`src/rtl/storage_cache_controller.sv`:
```
// Memory-port controller: scratch SRAM, flash reads via a direct-mapped word cache, SPI programming passthrough.
// Latency: SRAM, hit and reject respond 1 cycle after accept; a miss responds 1 cycle after the flash ack.
// Backpressure: one request at a time, held until out_valid; flash stall/ack extend a miss without limit.
module storage_cache_controller #(
  parameter int MEM_W         = 32,
  parameter int SCRATCH_BYTES = 4096,
  parameter int NUM_LINES     = 16,
  parameter int FLASH_AW      = 24
) (
  input  logic                               clk,
  input  logic                               rst,
  input  logic                               memory_access,
  input  logic                               memory_is_writing,
  input  logic [31:0]                        addr,
  input  logic [31:0]                        d_in,
  input  logic [MEM_W/8-1:0]                 mem_be,
  output logic [31:0]                        d_out,
  output logic                               out_valid,
  output logic                               out_err,
  input  logic                               cache_flush,
  input  logic                               set_programming_mode,
  output logic                               prog_active,
  output logic                               sram_cen,
  output logic                               sram_wen,
  output logic [$clog2(SCRATCH_BYTES)-3:0]   sram_addr,
  output logic [31:0]                        sram_d,
  output logic [3:0]                         sram_be,
  input  logic [31:0]                        sram_q,
  output logic                               fl_cyc,
  output logic                               fl_stb,
  output logic [FLASH_AW-3:0]                fl_addr,
  input  logic                               fl_stall,
  input  logic                               fl_ack,
  input  logic [31:0]                        fl_data,
  input  logic                               fl_spi_cs_n,
  input  logic                               fl_spi_sck,
  input  logic                               fl_spi_mosi,
  output logic                               fl_spi_miso,
  output logic                               ext_spi_cs_n,
  output logic                               ext_spi_sck,
  output logic                               ext_spi_mosi,
  input  logic                               ext_spi_miso,
  input  logic                               prog_spi_cs_n,
  input  logic                               prog_spi_sck,
  input  logic                               prog_spi_mosi,
  output logic                               prog_spi_miso
);
  localparam int SA_W  = $clog2(SCRATCH_BYTES) - 2;
  localparam int IDX_W = $clog2(NUM_LINES);
  localparam int WA_W  = FLASH_AW - 2;
  localparam int TAG_W = WA_W - IDX_W;

  typedef enum logic [2:0] {IDLE, SRAM_RSP, FL_REQ, FL_WAIT, ERR_RSP, PROG} state_t;

  state_t               state_q, state_d;
  logic [NUM_LINES-1:0] valid_q, valid_d;
  logic [TAG_W-1:0]     tag_q [NUM_LINES];
  logic [TAG_W-1:0]     tag_d [NUM_LINES];
  logic [31:0]          data_q [NUM_LINES];
  logic [31:0]          data_d [NUM_LINES];
  logic                 rsp_vld_q, rsp_vld_d;
  logic [31:0]          rsp_dat_q, rsp_dat_d;
  logic                 rd_q, rd_d;
  logic [WA_W-1:0]      fl_addr_q, fl_addr_d;

  logic             is_scratch, req_hit, fl_done;
  logic [IDX_W-1:0] req_idx, fl_idx;
  logic [TAG_W-1:0] req_tag, fl_tag;

  assign is_scratch = addr < 32'(SCRATCH_BYTES);
  assign req_idx    = addr[2 +: IDX_W];
  assign req_tag    = addr[2+IDX_W +: TAG_W];
  assign req_hit    = valid_q[req_idx] && (tag_q[req_idx] == req_tag);
  assign fl_idx     = fl_addr_q[IDX_W-1:0];
  assign fl_tag     = fl_addr_q[IDX_W +: TAG_W];
  // An ack in the cycle the stall drops completes the fetch without visiting FL_WAIT.
  assign fl_done    = ((state_q == FL_REQ) && !fl_stall && fl_ack) || ((state_q == FL_WAIT) && fl_ack);

  always_comb begin
    state_d   = state_q;
    valid_d   = valid_q;
    tag_d     = tag_q;
    data_d    = data_q;
    rsp_vld_d = 1'b0;
    rsp_dat_d = rsp_dat_q;
    rd_d      = rd_q;
    fl_addr_d = fl_addr_q;
    sram_cen  = 1'b1;
    sram_wen  = 1'b1;
    fl_cyc    = 1'b0;
    fl_stb    = 1'b0;
    case (state_q)
      IDLE: begin
        if (set_programming_mode) begin
          state_d = PROG;
        end else if (cache_flush) begin
          valid_d = '0;
        // The requester still holds its request while a hit response is on the port.
        end else if (memory_access && !rsp_vld_q) begin
          if (is_scratch) begin
            sram_cen = 1'b0;
            sram_wen = ~memory_is_writing;
            rd_d     = ~memory_is_writing;
            state_d  = SRAM_RSP;
          end else if (memory_is_writing) begin
            state_d = ERR_RSP;
          end else if (req_hit) begin
            rsp_vld_d = 1'b1;
            rsp_dat_d = data_q[req_idx];
          end else begin
            fl_addr_d = addr[FLASH_AW-1:2];
            state_d   = FL_REQ;
          end
        end
      end
      SRAM_RSP, ERR_RSP: state_d = IDLE;
      FL_REQ: begin
        fl_cyc = 1'b1;
        fl_stb = 1'b1;
        if (!fl_stall) state_d = FL_WAIT;
      end
      FL_WAIT: fl_cyc = 1'b1;
      PROG: begin
        if (!set_programming_mode) begin
          valid_d = '0;
          state_d = IDLE;
        end
      end
      default: state_d = IDLE;
    endcase
    if (fl_done) begin
      valid_d[fl_idx] = 1'b1;
      tag_d[fl_idx]   = fl_tag;
      data_d[fl_idx]  = fl_data;
      rsp_vld_d       = 1'b1;
      rsp_dat_d       = fl_data;
      state_d         = IDLE;
    end
  end

  always_ff @(posedge clk or negedge rst) begin
    if (!rst) begin
      state_q   <= IDLE;
      valid_q   <= '0;
      rsp_vld_q <= 1'b0;
      rsp_dat_q <= '0;
      rd_q      <= 1'b0;
      fl_addr_q <= '0;
      for (int i = 0; i < NUM_LINES; i++) begin
        tag_q[i]  <= '0;
        data_q[i] <= '0;
      end
    end else begin
      state_q   <= state_d;
      valid_q   <= valid_d;
      tag_q     <= tag_d;
      data_q    <= data_d;
      rsp_vld_q <= rsp_vld_d;
      rsp_dat_q <= rsp_dat_d;
      rd_q      <= rd_d;
      fl_addr_q <= fl_addr_d;
    end
  end

  assign out_valid = rsp_vld_q || (state_q == SRAM_RSP) || (state_q == ERR_RSP);
  assign out_err   = (state_q == ERR_RSP);
  assign d_out     = (state_q == SRAM_RSP) ? (rd_q ? sram_q : 32'h0) :
                     (rsp_vld_q ? rsp_dat_q : 32'h0);
  assign sram_addr = addr[2 +: SA_W];
  assign sram_d    = d_in;
  assign sram_be   = mem_be;
  assign fl_addr   = fl_addr_q;

  assign prog_active   = (state_q == PROG);
  assign ext_spi_cs_n  = prog_active ? prog_spi_cs_n : fl_spi_cs_n;
  assign ext_spi_sck   = prog_active ? prog_spi_sck  : fl_spi_sck;
  assign ext_spi_mosi  = prog_active ? prog_spi_mosi : fl_spi_mosi;
  assign prog_spi_miso = prog_active ? ext_spi_miso  : 1'b1;
  assign fl_spi_miso   = prog_active ? 1'b1 : ext_spi_miso;
endmodule

```
`config.mk`:
```
export PLATFORM = sky130hd
export DESIGN_NAME = storage_cache_controller
export DESIGN_NICKNAME = d
export VERILOG_FILES = /design/src/rtl/storage_cache_controller.sv
export SDC_FILE = /design/constraint.sdc
export NUM_CORES = 1
export LEC_CHECK = 0
export BUFFER_PORTS_ARGS = -buffer_cell sky130_fd_sc_hd__buf_2
export CAP_MARGIN = 20
export CORE_MARGIN = 10
export CORE_UTILIZATION = 38
export CTS_CLUSTER_DIAMETER = 50
export CTS_CLUSTER_SIZE = 24
export DETAILED_ROUTE_END_ITERATION = 16
export GPL_ROUTABILITY_DRIVEN = 0
export MAX_ROUTING_LAYER = met4
export PLACE_DENSITY_LB_ADDON = 0.3
export SYNTH_ARGS = -nofsm -noshare
export SYNTH_HDL_FRONTEND = slang
export SYNTH_SLANG_ARGS = --single-unit
```
`constraint.sdc`:
```
create_clock -name clk -period 3.5 [get_ports clk]
set_clock_uncertainty 0.2 [all_clocks]
set_input_delay 0.175 -clock clk [delete_from_list [all_inputs] [get_ports clk]]
set_output_delay 0.175 -clock clk [all_outputs]
set_load 0.005 [all_outputs]
```
After elaboration in Yosys (flattened, before gate mapping)
Index checks and enable logic that the tools add are counted.
W data, S select, Z words.
{"block": "totals", "output_inout_bits": 112, "regBits": 875, "input_bits": 147}
{"block": "op_classes", "n_eq_ne": 16, "n_lt_le_gt_ge": 7, "n_bitwise": 8, "n_reduce_logical": 21, "mux": 67}
{"operator": "$bwmux W512", "n": 1}
{"operator": "$mux W32", "n": 14}
{"operator": "$bwmux W288", "n": 1}
{"operator": "$bmux W32 S4", "n": 1}
{"operator": "$demux W32 S4", "n": 1}
{"operator": "$bmux W18 S4", "n": 1}
{"operator": "$demux W18 S4", "n": 1}
{"operator": "$mux W16", "n": 4}
{"operator": "$mux W18", "n": 3}
{"operator": "$lt A32 B13 Y1 const B", "n": 1}
{"operator": "$pmux W16 S2", "n": 1}
{"operator": "$mux W1", "n": 27}
{"operator": "$mux W3", "n": 9}
{"operator": "$eq A18 B18 Y1", "n": 1}
{"operator": "$or A16 B16 Y16", "n": 1}
{"operator": "$reduce_and A7 Y1", "n": 2}
{"operator": "$pmux W3 S4", "n": 1}
{"operator": "$ge A5 B5 Y1 const B", "n": 2}
{"operator": "$lt A4 B5 Y1 const B", "n": 2}
{"operator": "$not A4 Y5", "n": 2}
{"operator": "$ne A2 B1 Y1 const B", "n": 4}
{"operator": "$ne A4 B4 Y1 const B", "n": 2}
{"operator": "$logic_and A1 B1 Y1", "n": 7}
{"operator": "$eq A3 B2 Y1 const B", "n": 2}
{"operator": "other kinds (18)", "n": 28}

Depth between registers and ports, before layout
{"block": "logic_depth", "depth_word": 14, "mapped_depth": 15, "mapped_depth_nobuf": 8}

Least setup slack after synthesis
No wires, ideal clock.
{"block": "synth_timing", "kind": "input to register", "start": "input addr[4]", "end": "register fl_addr_q[10], in the netlist fl_addr[10]", "path_slack_ns": 0.038, "cell_stages": 12, "arrival_ns": 3.138, "required_ns": 3.175, "n_path_buf": 4, "cell_sequence": "buf_2 > buf_2 > buf_2 > mux4_2 > xnor2_1 > nor3_1 > a2111oi_2 > o211ai_1 > a2111o_1 > o21ai_2 > buf_2 > mux2_2"}
{"block": "synth_via", "elab_chain_len": 8, "word_cells_on_any_way": 12, "classes_between": "order compare: 1; eq/ne: 1; mux: 5; bitwise: 3; reduce/logical: 2"}
{"item": "from (decl)", "line_no": "14", "text": "input logic [31:0] addr,"}
{"item": "$not A4 Y5 (implied by the code)", "line_no": "73", "text": "assign req_hit = valid_q[req_idx] && (tag_q[req_idx] == req_tag);"}
{"item": "$bmux W18 S4", "line_no": "73"}
{"item": "$mux W18 (implied by the code) (2 in a row)", "line_no": "73"}
{"item": "$eq A18 B18 Y1", "line_no": "73"}
{"item": "$logic_and A1 B1 Y1", "line_no": "73"}
{"item": "$not A1 Y1 (no source line)"}
{"item": "$reduce_and A7 Y1 (no source line) (*)"}
{"item": "to (signal assigned)", "line_no": "161", "text": "fl_addr_q <= fl_addr_d;"}
{"item": "to (decl)", "line_no": "64", "text": "logic [WA_W-1:0] fl_addr_q, fl_addr_d;"}
Mark *: on every way between the ends. The rest lies on a longest branch, timed or not. The select of a mux whose other input is x is not followed.
A chain may end at the register's enable or synchronous reset.

Final worst setup path
{"block": "layout_timing", "start": "input addr[19]", "end": "register fl_addr_q[7], in the netlist fl_addr[7]"}
{"block": "layout_via", "elab_chain_len": 4, "word_cells_on_any_way": 6, "classes_between": "order compare: 1; eq/ne: 1; bitwise: 2; reduce/logical: 2"}
{"item": "parallel branches: the longest is 3 deep, another holds $lt A32 B13 Y1"}
{"item": "$reduce_and A7 Y1 (no source line) (*)"}
Every way passes the cells marked *.

==> key figures <==
Outcome
  – Run status: finished clean

Finish
  – Area growth syn-to-layout: 17.9%
  – Fin nets: 3035
  – Count of placed standard cells in the final layout, fillers left out: 4365
  – Fraction of final layout cells with drive strength greater than 1: 52.8%
  – Top library cells by usage in the layout, fill and taps aside: sky130_fd_sc_hd__dfrtp_1 (875), sky130_fd_sc_hd__mux2_2 (828), sky130_fd_sc_hd__mux4_2 (212), sky130_fd_sc_hd__buf_2 (180), sky130_fd_sc_hd__clkbuf_16 (100)
  – Antenna Diode Count: 0
  – Most common cell after layout, fill and taps aside: sky130_fd_sc_hd__dfrtp_1
  – Fill cell instance count of the final layout: 9138
  – Post-route design area: 48000 sq um
  – Layout Utilization: 45.3%

Worst setup path
  – Critical Path AT: 3720 ps
  – CP endpoint kind: flip-flop
  – Highest net fanout along the worst path: 10
  – Critical path's top delay family: buffers and inverters
  – Kind of start point of the critical path: input pin
  – Kind of critical path: in -> reg
  – Req. time, crit path: 3850 ps
  – CP cell instances: dlygate4sd3_1 > buf_2 > nor4_1 > nand3_1 > buf_4 > o21bai_1 > buf_4 > a2111oi_2 > o211ai_1 > a2111o_2 > buf_12 > o21ai_4 > buf_12 > mux2_1
  – Total buffers and inverters traversed by the critical path: 6
  – Slowest cell delay on critical path: 790 ps
  – Crit path max-delay cell type: sky130_fd_sc_hd__nor4_1

Synth
  – Sequential area share after synthesis: 53.8%
  – Instance count of the mapped netlist: 2701
  – Proportion of register bits with asynchronous set or reset after synthesis: 100%
  – Post-synthesis area per instance: 15.1 sq um
  – Count of warnings emitted by yosys: 0
  – Summed instance area of the synthesized netlist: 40700 sq um
  – Yosys reg bits: 875
  – Net count after synthesis: 2848
  – Most common flop cell mapped by yosys: sky130_fd_sc_hd__dfrtp_1
  – Number of distinct library cells after synthesis: 55
  – Post-synth EDFFs: 0

Run
  – Max Cap Violations: 0

Place
  – Number of cells in the design after placement: 4114
  – Worst-case setup slack after placement: -161 ps
  – Number of input and output port buffers inserted: 184
  – HPWL Detailed: 67700 um
  – Cell area after placement: 43700 sq um

GRT
  – Initial antenna violation count: 0
  – Met1 track demand over resource: 25.0%
  – GRT Overall Usage: 19.3%
  – GR Overflow Total: 0
  – Wire length of the first global-routing pass: 174000 um
  – Met3 GRT Util: 3.20%
  – Via count of the first global-routing pass: 27.0k
  – Met2 track demand over resource in global routing: 31.1%
  – Most used routing layer: met2
  – Pin count of the biggest net entering global routing: 130

Route
  – Number of design-rule violations left by the first detailed-router iteration: 1799
  – Total routed wirelength: 115000 um
  – Routed length per placed instance: 26.4 um
  – Post-detailed-route DRC marker count: 0
  – Per-cell via count in the routed design: 5.65
  – Overall via count from detail_route: 24.7k
  – Remaining antenna violation count after routing: 0
  – Number of detailed-route iterations in the first pass: 5

Power and ir drop
  – Worst IR Drop VDD: 0.678 mV
  – Combinational group share of total power: 20.4%
  – Switching share of power: 28.4%
  – Net load switching power: 9.52 mW
  – Power Total: 33.5 mW
  – Cell internal power dissipation: 24.0 mW
  – Flop pwr share: 46.2%
  – Leak pwr: 22.5 nW
  – Power per Cell Area: 698 nW/um^2
  – Clock share of power: 33.4%

Timing
  – Post-layout minimum cycle time: 3380 ps
  – Setup TNS: 0 ps
  – Setup ws final: 122 ps
  – Highest clock rate: 0.296 GHz
  – Final-layout worst hold slack: 80.6 ps
  – Transition time of the tightest slew-check pin: 914 ps
  – Max-slew violations: 0
  – Setup Viol. Count Final: 0
  – Setup repair after global routing missed its margin: false
  – Final number of hold-violating endpoints: 0
  – Final critical-path share of the clock period: 96.5%
  – Worst slew slack as a fraction of its limit: 38.5%

CTS
  – Number of levels in the clock H-tree: 3
  – Maximum buffer depth of the clock tree: 3
  – Cell chosen for the clock root: sky130_fd_sc_hd__clkbuf_16
  – Clock-pin slew reported for the worst setup and hold paths after clock tree synthesis: 70 ps
  – Sink Count: 875
  – Worst-skew pair later-pin latency: 690 ps
  – Inserted Clock Buffers: 98
  – Clock tree from TritonCTS: built

Hold path
  – Min-delay worst type: in -> async

Die
  – Die Area: 121000 sq um
  – Floorplan die height: 347 um
  – Number of placed I/O pins: 259
  – Die width: 347 um
  – Number of rows in the core area: 119
  – Floorplan core area: 106000 sq um
  – Initial cell density of the core: 38.4%
-- synth_stat cells (32+ instances only) --
master | instances | share of area [%]
sky130_fd_sc_hd__dfrtp_1 | 875 | 54
sky130_fd_sc_hd__nand3_1 | 37 | 0.46
sky130_fd_sc_hd__mux2i_1 | 62 | 1.5
sky130_fd_sc_hd__mux4_2 | 212 | 12
sky130_fd_sc_hd__mux2_2 | 828 | 23
sky130_fd_sc_hd__nand2_1 | 36 | 0.33
sky130_fd_sc_hd__a22o_1 | 33 | 0.71
sky130_fd_sc_hd__buf_4 | 51 | 0.94
sky130_fd_sc_hd__o31ai_1 | 32 | 0.59
sky130_fd_sc_hd__clkbuf_1 | 179 | 1.7
sky130_fd_sc_hd__or3_1 | 40 | 0.61
sky130_fd_sc_hd__nor2_1 | 55 | 0.51
sky130_fd_sc_hd__a31oi_1 | 33 | 0.51
-- worst paths after layout --
path                                 end  slack, ps        start  depth (start not counted)
setup reg to reg             fl_addr[19]        130   tag_q[193]                         10
hold reg to reg              valid_q[10]        280  valid_q[10]                          1
min in group clk              state_q[1]         80     fl_stall                          5
max in group asynchronous  rsp_dat_q[12]       2420          rst                          4
setup / recovery              fl_addr[7]        120     addr[19]                         14
hold / removal                 data_q[5]         80          rst                          3
-- registers in the layout (all words and copies together) (netlist names) --
register and count:
fl_addr 22, tag_q 288, data_q 512, state_q 3
rsp_dat_q 32, valid_q 16, rsp_vld_q 1, rd_q 1
-- worst register-to-register path, cell delays in order, from the launching register on --
cell                       delay [ps]
sky130_fd_sc_hd__dfrtp_1          380
sky130_fd_sc_hd__mux4_2           470
sky130_fd_sc_hd__mux2_2           290
sky130_fd_sc_hd__a22oi_2          240
sky130_fd_sc_hd__xor2_1           200
sky130_fd_sc_hd__nand4_1          110
sky130_fd_sc_hd__a2111o_2         440
sky130_fd_sc_hd__buf_12           160
sky130_fd_sc_hd__o21ai_4          200
sky130_fd_sc_hd__buf_12           200
sky130_fd_sc_hd__mux2_2           360
-- routing by layer --
layer / share of wire, % / up-vias
li1: - / 10435
met1: 44 / 13327
met2: 49 / 701
met3: 5.0 / 211
met4: 2.4 / 0
met5: 0 / -
-- cells by family after synthesis --
family          after synthesis  synth area share, %
mux                        1103                 36.2
buf+inv                     301                 3.49
compound gates              173                 3.21
xor+xnor                     22                0.473
flops                       875                 53.8
simple gates                227                 2.83
-- area by class of cell --
type	instances	area [sq um]	share of cell area, %
Inverter	9	35.0	0.0730
Clock buffer	113	2610	5.44
Multi-Input combinational cell	1525	17500	36.5
Clock inverter	73	967	2.02
Timing Repair Buffer	379	3200	6.67
Tap cell	1391	1740	3.63
Sequential cell	875	21900	45.6
-- power by group through the flow --
| stage | clock network [mW] | logic [mW] | registers (mW) |
|---|---|---|---|
| detailed placement | 0 | 6.81 | 15.6 |
| CTS | 11.4 | 6.92 | 15.4 |
| global route | 11.8 | 7.42 | 15.9 |
| floorplan | 0 | 5.29 | 14.6 |
| global placement | 0 | 6.55 | 15.3 |
| finish | 11.2 | 6.85 | 15.5 |
-- repair_timing --
action                                  4_1_cts  5_1_grt
hold endpoints to repair                   1160        0
hold buffers                                 61        0
setup buffers                                 0        1
endpoints found under the setup margin        0       54
resized for setup                             0        2
No activity file was read; power rests on OpenSTA's default activity.
